$ cat src/rtl/clkdiv_pkg.sv
// Shared types and default sizing for the clock divider scheduler.
package clkdiv_pkg;
  localparam int DEF_NUM_CH  = 4;
  localparam int DEF_CNT_W   = 24;
  localparam int DEF_RST_DIV = 10;

  typedef enum logic [1:0] {
    CH_OFF      = 2'd0,
    CH_RUN      = 2'd1,
    CH_STOPPING = 2'd2
  } ch_state_t;
endpackage

$ cat src/rtl/clkdiv_channel.sv
// One divider channel: OFF/RUN/STOPPING FSM, half-period counter and a
// pending-divisor register that is applied only at full-period boundaries.
module clkdiv_channel
  import clkdiv_pkg::*;
#(
  parameter int CNT_W   = DEF_CNT_W,
  parameter int RST_DIV = DEF_RST_DIV
) (
  input  logic             clk,
  input  logic             rst,
  input  logic             en,
  input  logic             sync_start,
  input  logic             cfg_we,
  input  logic [CNT_W-1:0] cfg_div,
  output logic             clk_out,
  output logic             tick,
  output logic             pend,
  output ch_state_t        state
);

  ch_state_t        state_q, state_d;
  logic [CNT_W-1:0] cnt_q, cnt_d;
  logic [CNT_W-1:0] div_q, div_d;
  logic [CNT_W-1:0] pdiv_q, pdiv_d;
  logic             pend_q, pend_d;
  logic             clk_q, clk_d;
  logic             tick_q, tick_d;
  logic             tc;
  logic             do_apply;

  always_ff @(posedge clk or posedge rst) begin
    if (rst) begin
      state_q <= CH_OFF;
      cnt_q   <= '0;
      div_q   <= CNT_W'(RST_DIV);
      pdiv_q  <= '0;
      pend_q  <= 1'b0;
      clk_q   <= 1'b0;
      tick_q  <= 1'b0;
    end else begin
      state_q <= state_d;
      cnt_q   <= cnt_d;
      div_q   <= div_d;
      pdiv_q  <= pdiv_d;
      pend_q  <= pend_d;
      clk_q   <= clk_d;
      tick_q  <= tick_d;
    end
  end

  always_comb begin
    state_d  = state_q;
    cnt_d    = cnt_q;
    div_d    = div_q;
    pdiv_d   = pdiv_q;
    pend_d   = pend_q;
    clk_d    = clk_q;
    tick_d   = 1'b0;
    do_apply = 1'b0;
    tc       = (cnt_q == div_q);

    case (state_q)
      CH_OFF: begin
        cnt_d    = '0;
        clk_d    = 1'b0;
        do_apply = 1'b1;
        if (en) state_d = CH_RUN;
      end
      CH_RUN: begin
        // A low phase can be cut short safely; a high phase must complete.
        if (!en && !clk_q) begin
          state_d = CH_OFF;
          cnt_d   = '0;
        end else begin
          if (!en) state_d = CH_STOPPING;
          if (tc) begin
            cnt_d  = '0;
            clk_d  = !clk_q;
            tick_d = !clk_q;
            if (clk_q) begin
              do_apply = 1'b1;
              if (!en) state_d = CH_OFF;
            end
          end else begin
            cnt_d = cnt_q + CNT_W'(1);
          end
        end
      end
      CH_STOPPING: begin
        if (en) state_d = CH_RUN;
        if (tc) begin
          cnt_d    = '0;
          clk_d    = 1'b0;
          do_apply = 1'b1;
          if (!en) state_d = CH_OFF;
        end else begin
          cnt_d = cnt_q + CNT_W'(1);
        end
      end
      default: begin
        state_d = CH_OFF;
        cnt_d   = '0;
        clk_d   = 1'b0;
      end
    endcase

    // Phase alignment overrides any coincident terminal count.
    if (sync_start && state_q != CH_OFF) begin
      cnt_d    = '0;
      clk_d    = 1'b0;
      tick_d   = 1'b0;
      do_apply = 1'b1;
      state_d  = (state_q == CH_RUN && en) ? CH_RUN : CH_OFF;
    end

    if (do_apply && pend_q) begin
      div_d  = pdiv_q;
      pend_d = 1'b0;
    end

    // cfg_we only arrives while pend_q is clear, so it never races an apply.
    if (cfg_we) begin
      if (state_q == CH_OFF) begin
        div_d = cfg_div;
      end else begin
        pdiv_d = cfg_div;
        pend_d = 1'b1;
      end
    end
  end

  assign clk_out = clk_q;
  assign tick    = tick_q;
  assign pend    = pend_q;
  assign state   = state_q;

endmodule

$ cat src/rtl/clkdiv_scheduler.sv
// NUM_CH runtime-programmable glitch-free clock dividers behind one config port.
// Optional CLKDIV_SYNC_START_EN adds a sync_start input that phase-aligns all running channels.
module clkdiv_scheduler
  import clkdiv_pkg::*;
#(
  parameter int  NUM_CH  = DEF_NUM_CH,
  parameter int  CNT_W   = DEF_CNT_W,
  parameter int  RST_DIV = DEF_RST_DIV,
  localparam int CH_W    = (NUM_CH > 1) ? $clog2(NUM_CH) : 1
) (
  input  logic              clk,
  input  logic              rst,
  input  logic [NUM_CH-1:0] en,
`ifdef CLKDIV_SYNC_START_EN
  input  logic              sync_start,
`endif
  input  logic              cfg_valid,
  output logic              cfg_ready,
  input  logic [CH_W-1:0]   cfg_ch,
  input  logic [CNT_W-1:0]  cfg_div,
  output logic [NUM_CH-1:0] clk_out,
  output logic [NUM_CH-1:0] tick,
  output logic [NUM_CH-1:0] busy
);

  logic [NUM_CH-1:0] pend;
  logic [NUM_CH-1:0] sel;
  logic [NUM_CH-1:0] cfg_we;
  logic              sync_int;
  ch_state_t         ch_state [NUM_CH];

`ifdef CLKDIV_SYNC_START_EN
  assign sync_int = sync_start;
`else
  assign sync_int = 1'b0;
`endif

  // Valid/ready: a write transfers on any cycle with cfg_valid && cfg_ready;
  // ready drops only while the addressed channel holds an unapplied divisor,
  // and an address with no channel behind it is always ready and dropped.
  always_comb begin
    cfg_ready = 1'b1;
    for (int i = 0; i < NUM_CH; i++) begin
      sel[i] = (cfg_ch == CH_W'(i));
      if (sel[i] && pend[i]) cfg_ready = 1'b0;
    end
  end

  assign cfg_we = sel & {NUM_CH{cfg_valid && cfg_ready}};

  for (genvar g = 0; g < NUM_CH; g++) begin : g_ch
    clkdiv_channel #(
      .CNT_W  (CNT_W),
      .RST_DIV(RST_DIV)
    ) u_ch (
      .clk       (clk),
      .rst       (rst),
      .en        (en[g]),
      .sync_start(sync_int),
      .cfg_we    (cfg_we[g]),
      .cfg_div   (cfg_div),
      .clk_out   (clk_out[g]),
      .tick      (tick[g]),
      .pend      (pend[g]),
      .state     (ch_state[g])
    );
    assign busy[g] = (ch_state[g] != CH_OFF);
  end

endmodule

$ cat config.mk
export PLATFORM = sky130hd
export DESIGN_NAME = clkdiv_scheduler
export DESIGN_NICKNAME = d
export VERILOG_FILES = /design/src/rtl/clkdiv_pkg.sv /design/src/rtl/clkdiv_channel.sv /design/src/rtl/clkdiv_scheduler.sv
export SDC_FILE = /design/constraint.sdc
export NUM_CORES = 1
export LEC_CHECK = 0
export BUFFER_PORTS_ARGS = -buffer_cell sky130_fd_sc_hd__buf_2
export CAP_MARGIN = 10
export CORE_MARGIN = 1
export CORE_UTILIZATION = 40
export DETAILED_ROUTE_END_ITERATION = 7
export HOLD_SLACK_MARGIN = 0.05
export REMOVE_ABC_BUFFERS = 1
export SLEW_MARGIN = 0
export SYNTH_ARGS = -nofsm -noshare
export SYNTH_HDL_FRONTEND = slang
export SYNTH_SLANG_ARGS = --single-unit
$ cat constraint.sdc
create_clock -name clk -period 23.5 [get_ports clk]
set_input_delay 1.175 -clock clk [delete_from_list [all_inputs] [get_ports clk]]
set_output_delay 1.175 -clock clk [all_outputs]
set_load 0.02 [all_outputs]
==> impl_metrics.toml, run 1 <==
[outcome]
outcome = "finished clean"

[timing]
finalMaxSlewViolations = 0
min_period_ps = 3290
worst_pin_slew_ps = 1160
rsz0062_at_grt = "false"
fmax_ghz = 0.304
setup_viol = 0
setup-tns-final_ps = 0
hold_viol = 0
fin_worst_skew_ps = 28.7
period_share_pct = 14.0
max_slew_margin_pct = 22.9
whs_ps = 491
finalWorstSetupSlack_ps = 20210

[critical_path]
cp-start-kind = "input pin"
cp_slowest_cell = "mux4_2"
cp-end-kind = "primary output"
r2r_slack_ps = 20770
slowest_delay_ps = 500
critPathTopFamily = "multiplexers"
cp_cell_sequence = "buf_2, mux4_2, inv_1, buf_2"
arrival_ps = 2120
cp_max_fo = 6
cp_num_buf_inv = 3
crit_top_cell = "buf_2"
path_class = "in -> out"
crit_required_ps = 22330

[placement]
gp_congestion = 0.791
dp_hpwl_mm = 22.3
portBuffers = 45
pre_cts_slack_ps = 19810

[route]
ant_nets = 0
drt_iter0_markers = 494
dr.pass1.iters = 4
routed_via_density = 5.20
drc = 0
routed_wl_mm = 33.4
vias = 9773
post_drt_wl_per_cell_um = 17.8

[clock_tree]
cts_root_buffer = "clkbuf_16"
clkSlewWorstSetupHoldPaths_ps = 50
cts_sinks = 308
h-tree-depth = 2
cts_buffers = 35
ctsResizeCount = 0
ctsLongestPathBuffers = 3
cts_hold_buf = 0
cts_tree = "yes"
clock_latency_ps = 530
postCtsSetupBuffers = 0

[synth]
synth_compound_area_share_pct = 5.85
yosysMostFrequentCell = "dfrtp_1"
synth_cells = 1355
synth-xor-area-share_pct = 10.7
synth_fa_ha_area_share_pct = 2.00
synth_flop_cell = "dfrtp_1"
synth_cell_types = 58
synth_mux_area_share_pct = 13.9
yosys_warnings = 0
synth-seq-cells = 308
synth_top_family_by_area = "multiplexers"
syn_area_um2 = 15000
synth_top_area_share_pct = 50.1
synth_edf_count = 0
synth-seq-area-share_pct = 51.5
synth_common_cells = "300 x dfrtp_1, 225 x nor2_1, 101 x a21oi_1"
yosys.area.top_type = "dfrtp_1"
async_flop_share_pct = 100
avgSynthCellArea_um2 = 11.1
synthTopCellsByArea = "dfrtp_1 50%, mux2_2 7.3%, mux2i_1 6.4%, nor2_1 5.6%, xor2_1 5.6%"
synthSimpleGateAreaFrac_pct = 13.0

[layout]
nets = 1444
syn2layout_area_growth_pct = 11.6
post_route_cells_drive_above_1_share_pct = 16.8
nFillCells = 3452
final_util_pct = 45.5

[floorplan]
die-area_um2 = 38300
coreArea_um2 = 36800
fp.dieH_um = 196
ioPinCount = 46
fp-row-count = 70
start_util_pct = 40.8
die_x_um = 196

[global_routing]
grt_overflow_total = 0
grt_pass1_vias = 9639
grt_max_degree = 103
grtUsageTotal_pct = 18.1
grt_antenna_before_repair = 2
grt_pass1_wl_mm = 54.2

[power_and_ir_drop]
cellPowerDensity_nw_per_um2 = 111
vdd_ir_drop_max_mv = 0.0653
p_leak_nw = 7.44

[flow_run]
drv_cap = 0

[hold_path]
min_path_type = "reg -> reg"
## cells by family after synthesis
group	count (synthesis)
AO/OA/AOI/OAI	142
multiplexers	195
buffers and inverters	89
XOR/XNOR	184
flip-flops	308
adder cells (fa/ha/maj)	24
AND/OR/NAND/NOR	413
## state kept, by name, indices dropped and copies added (netlist names)
signal / flops
g_ch.u_ch.clk_out: 4
g_ch.u_ch.div_q: 96
g_ch.u_ch.cnt_q: 96
g_ch.u_ch.pend: 4
g_ch.u_ch.pdiv_q: 96
g_ch.u_ch.state: 8
g_ch.u_ch.tick: 4
## power breakdown
| group | switching (W) | internal (W) | total, W |
|---|---|---|---|
| clock | 0.000219 | 0.000332 | 0.000551 |
| sequential | 0.000124 | 0.000714 | 0.000838 |
| combinational | 0.000224 | 0.000244 | 0.000468 |
| total | 0.000567 | 0.00129 | 0.00186 |
## cell usage in the layout (no fill, tap or decap), types with 3 or more instances in the layout
cell / netlist / final
dfrtp_1: 300 / 300
a221oi_1: 4 / 4
mux2_2: 97 / 97
and4_1: 8 / 8
mux2i_1: 96 / 96
o21ai_0: 5 / 5
nor2_4: 4 / 4
clkbuf_1: 23 / 10
o211ai_1: 3 / 3
nor4_1: 13 / 13
ha_1: 24 / 24
inv_1: 27 / 26
and2_1: 3 / 3
clkbuf_16: 0 / 36
nor2_1: 225 / 222
dfstp_2: 8 / 8
clkbuf_8: 0 / 5
nand2_1: 40 / 40
nor2b_1: 3 / 3
a211oi_1: 3 / 3
nor2_2: 1 / 4
buf_4: 17 / 12
xor2_1: 96 / 96
a21oi_1: 101 / 101
nand4_1: 42 / 42
xnor2_1: 88 / 88
o22ai_1: 3 / 3
bufinv_16: 0 / 3
nand3_1: 34 / 34
nor3_1: 12 / 11
clkinv_2: 0 / 4
nand2b_1: 3 / 3
buf_2: 15 / 45
and3_1: 13 / 13
o21a_1: 4 / 4
## through the flow
stage	std cells	total power (W)	cell area, um2
after floorplan	1293	0.00119	14600
after global placement	1818	0.00130	15600
after detailed placement	1818	0.00132	15600
after CTS	1880	0.00188	16700
after global routing	1880	0.00197	16700
final	1881	0.00186	16700
## layout make-up
cell class	count	area (um2)	share of cell area, %
Multi-Input combinational cell	958	6850	40.9
Antenna cell	1	2.50	0.0150
Clock buffer	51	1010	6.02
Clock inverter	11	151	0.905
Inverter	27	109	0.650
Timing Repair Buffer	57	315	1.88
Sequential cell	308	7720	46.1
Tap cell	468	586	3.50
## path summary, 6_finish.rpt
kind | start | cells after the start | end
max | cfg_ch[0] | 4 | cfg_ready
min | g_ch[3].u_ch.cnt_q[0]$_DFF_PP0_ | 1 | g_ch[3].u_ch.cnt_q[0]$_DFF_PP0_
max reg2reg | g_ch[3].u_ch.cnt_q[5]$_DFF_PP0_ | 6 | g_ch[3].u_ch.cnt_q[6]$_DFF_PP0_
min reg2reg | g_ch[3].u_ch.cnt_q[0]$_DFF_PP0_ | 1 | g_ch[3].u_ch.cnt_q[0]$_DFF_PP0_
max in group asynchronous | rst | 4 | g_ch[2].u_ch.div_q[5]$_DFF_PP0_
min in group asynchronous | rst | 2 | g_ch[1].u_ch.state[0]$_DFF_PP0_
## metal layers
layer	share of wire [%]	global-route usage, %	routed length (um)
met5	0	0	0
met4	1.4	4.11	472
met3	3.5	2.44	1180
met2	47	29.5	15800
met1	48	25.7	16000
(Power assumes the default switching activity.)
==> run 2: changes to the inputs <==
- clock period: 23.5 -> 3.42 ns (I/O delays scaled with it)
==> impl_metrics.toml, run 2 (same netlist as run 1, synthesis figures left out) <==
[critical_path]
worstReg2RegStart = "g_ch[1].u_ch.div_q[1]$_DFF_PP1_"
arrival_ps = 3020
reg2reg_depth = 6
cp-start-kind = "register"
worstSetupStartpoint = "g_ch[1].u_ch.div_q[1]$_DFF_PP1_"
cp-end-kind = "register"
cp_max_fo = 24
crit_required_ps = 3790
path_class = "reg -> reg"

[clock_tree]
clkSlewWorstSetupHoldPaths_ps = 60
ctsResizeCount = 0
h-tree-depth = 2
ctsLongestPathBuffers = 3
clock_latency_ps = 520
cts_hold_buf = 23
cts_buffers = 36
cts_root_buffer = "clkbuf_16"
cts_tree = "yes"
postCtsSetupBuffers = 0
cts_sinks = 308

[route]
ant_nets = 0
dr.pass1.iters = 5
vias = 9870
routed_via_density = 5.17
routed_wl_mm = 34.0
post_drt_wl_per_cell_um = 17.8
drc = 0
drt_iter0_markers = 572

[flow_run]
drv_cap = 0

[timing]
max_slew_margin_pct = 23.8
rsz0062_at_grt = "false"
min_period_ps = 2640
setup_viol = 0
fmax_ghz = 0.379
period_share_pct = 77.2
hold_viol = 0
worst_pin_slew_ps = 1140
fin_worst_skew_ps = 25.2
finalMaxSlewViolations = 0

[placement]
gp_congestion = 0.792
dp_hpwl_mm = 22.4
numPlacedInstances = 1822
portBuffers = 45

[floorplan]
coreArea_um2 = 36800
die_x_um = 196
ioPinCount = 46
start_util_pct = 40.8
die-area_um2 = 38300
fp.dieH_um = 196
fp-row-count = 70

[power_and_ir_drop]
vdd_ir_drop_max_mv = 0.389
switching_power_w = 0.00393
cellPowerDensity_nw_per_um2 = 755
clkPwrFrac_pct = 29.8
power.share.combinational_pct = 25.3
switching_share_pct = 30.5
power_frac_seq_pct = 44.9
power_w = 0.0129
p_int_w = 0.00896
p_leak_nw = 7.59

[global_routing]
grtUsageTotal_pct = 18.4
grt_antenna_before_repair = 1
grt_overflow_total = 0
grt_max_degree = 95
grt_pass1_vias = 9944
grt_pass1_wl_mm = 55.4

[layout]
fin_cells = 1910
nFillCells = 3456
final-seq-area_um2 = 7720
post_route_cells_drive_above_1_share_pct = 16.6
final_cell_mix = "300 x dfrtp_1, 222 x nor2_1, 101 x a21oi_1, 97 x mux2_2"
final_common_cell = "dfrtp_1"
multiInputGateArea_um2 = 6850
largestRegisters = "g_ch.u_ch.cnt_q x96, g_ch.u_ch.div_q x96, g_ch.u_ch.pdiv_q x96"
nets = 1472
syn2layout_area_growth_pct = 13.9
diodes = 0
final_util_pct = 46.4

[hold_path]
min_path_type = "in -> reg"
min_from = "cfg_div[6]"
worstHoldPathCells = 3

[outcome]
outcome = "finished clean"
==> run 2: cell types whose count changed in the layout (fill, tap and decap cells not counted), sizes merged <==
cell         change
dlygate4sd3     +23
clkbuf           +8
buf              +4
inv              -2
bufinv           -1
clkinv           -1
clkinvlp         -1
diode            -1
==> run 2: stage by stage <==
step / instance area, um2 / hold slack, ps / TNS (ps) / worst slack (ps)
after global routing: 17100 / 56.2 / 0 / 664
final: 17100 / 55.1 / 0 / 778
after floorplan: 14600 / 295 / -1598690 / -5250
after CTS: 17100 / 50.5 / 0 / 816
after global placement: 15700 / 355 / 0 / 893
after detailed placement: 15700 / 361 / 0 / 830
==> run 2: worst max-delay path, stage by stage (launching register included) <==
cell     delay [ps]
dfstp_2         540
xnor2_1         120
nand4_1         120
nor4_1          710
a31oi_4         590
mux2i_1         330
a21oi_1          90
==> run 2: area by class of cell <==
type	instances	area share [%]
flip-flops and latches	308	45.2
multi-input cells	958	40.1
inverters	27	0.637
clock inverters	6	0.535
clock buffers	59	6.44
well taps	468	3.43
repair buffers	84	3.66
==> run 2: worst paths after layout <==
check                                                   end  slack (ps)
min in group asynchronous   g_ch[0].u_ch.state[1]$_DFF_PP0_         300
min                         g_ch[0].u_ch.div_q[6]$_DFF_PP0_          60
max                        g_ch[1].u_ch.div_q[10]$_DFF_PP0_         780
max reg2reg                g_ch[1].u_ch.div_q[10]$_DFF_PP0_         780
min reg2reg                 g_ch[3].u_ch.cnt_q[0]$_DFF_PP0_         500
max in group asynchronous   g_ch[3].u_ch.cnt_q[6]$_DFF_PP0_        2190
==> run 2: power groups by stage <==
stage | clock [W] | combinational, W | sequential (W)
after floorplan | 0 | 0.00263 | 0.00553
after global placement | 0 | 0.00316 | 0.00584
after detailed placement | 0 | 0.00325 | 0.00587
after CTS | 0.00394 | 0.00329 | 0.00581
after global routing | 0.00408 | 0.00364 | 0.00595
final | 0.00384 | 0.00326 | 0.00579
==> run 2: layer usage <==
metal	global-route usage, %	share of wire (%)
met1	25.7	48
met2	30.0	47
met3	2.49	3.3
met4	4.81	1.9
met5	0	0
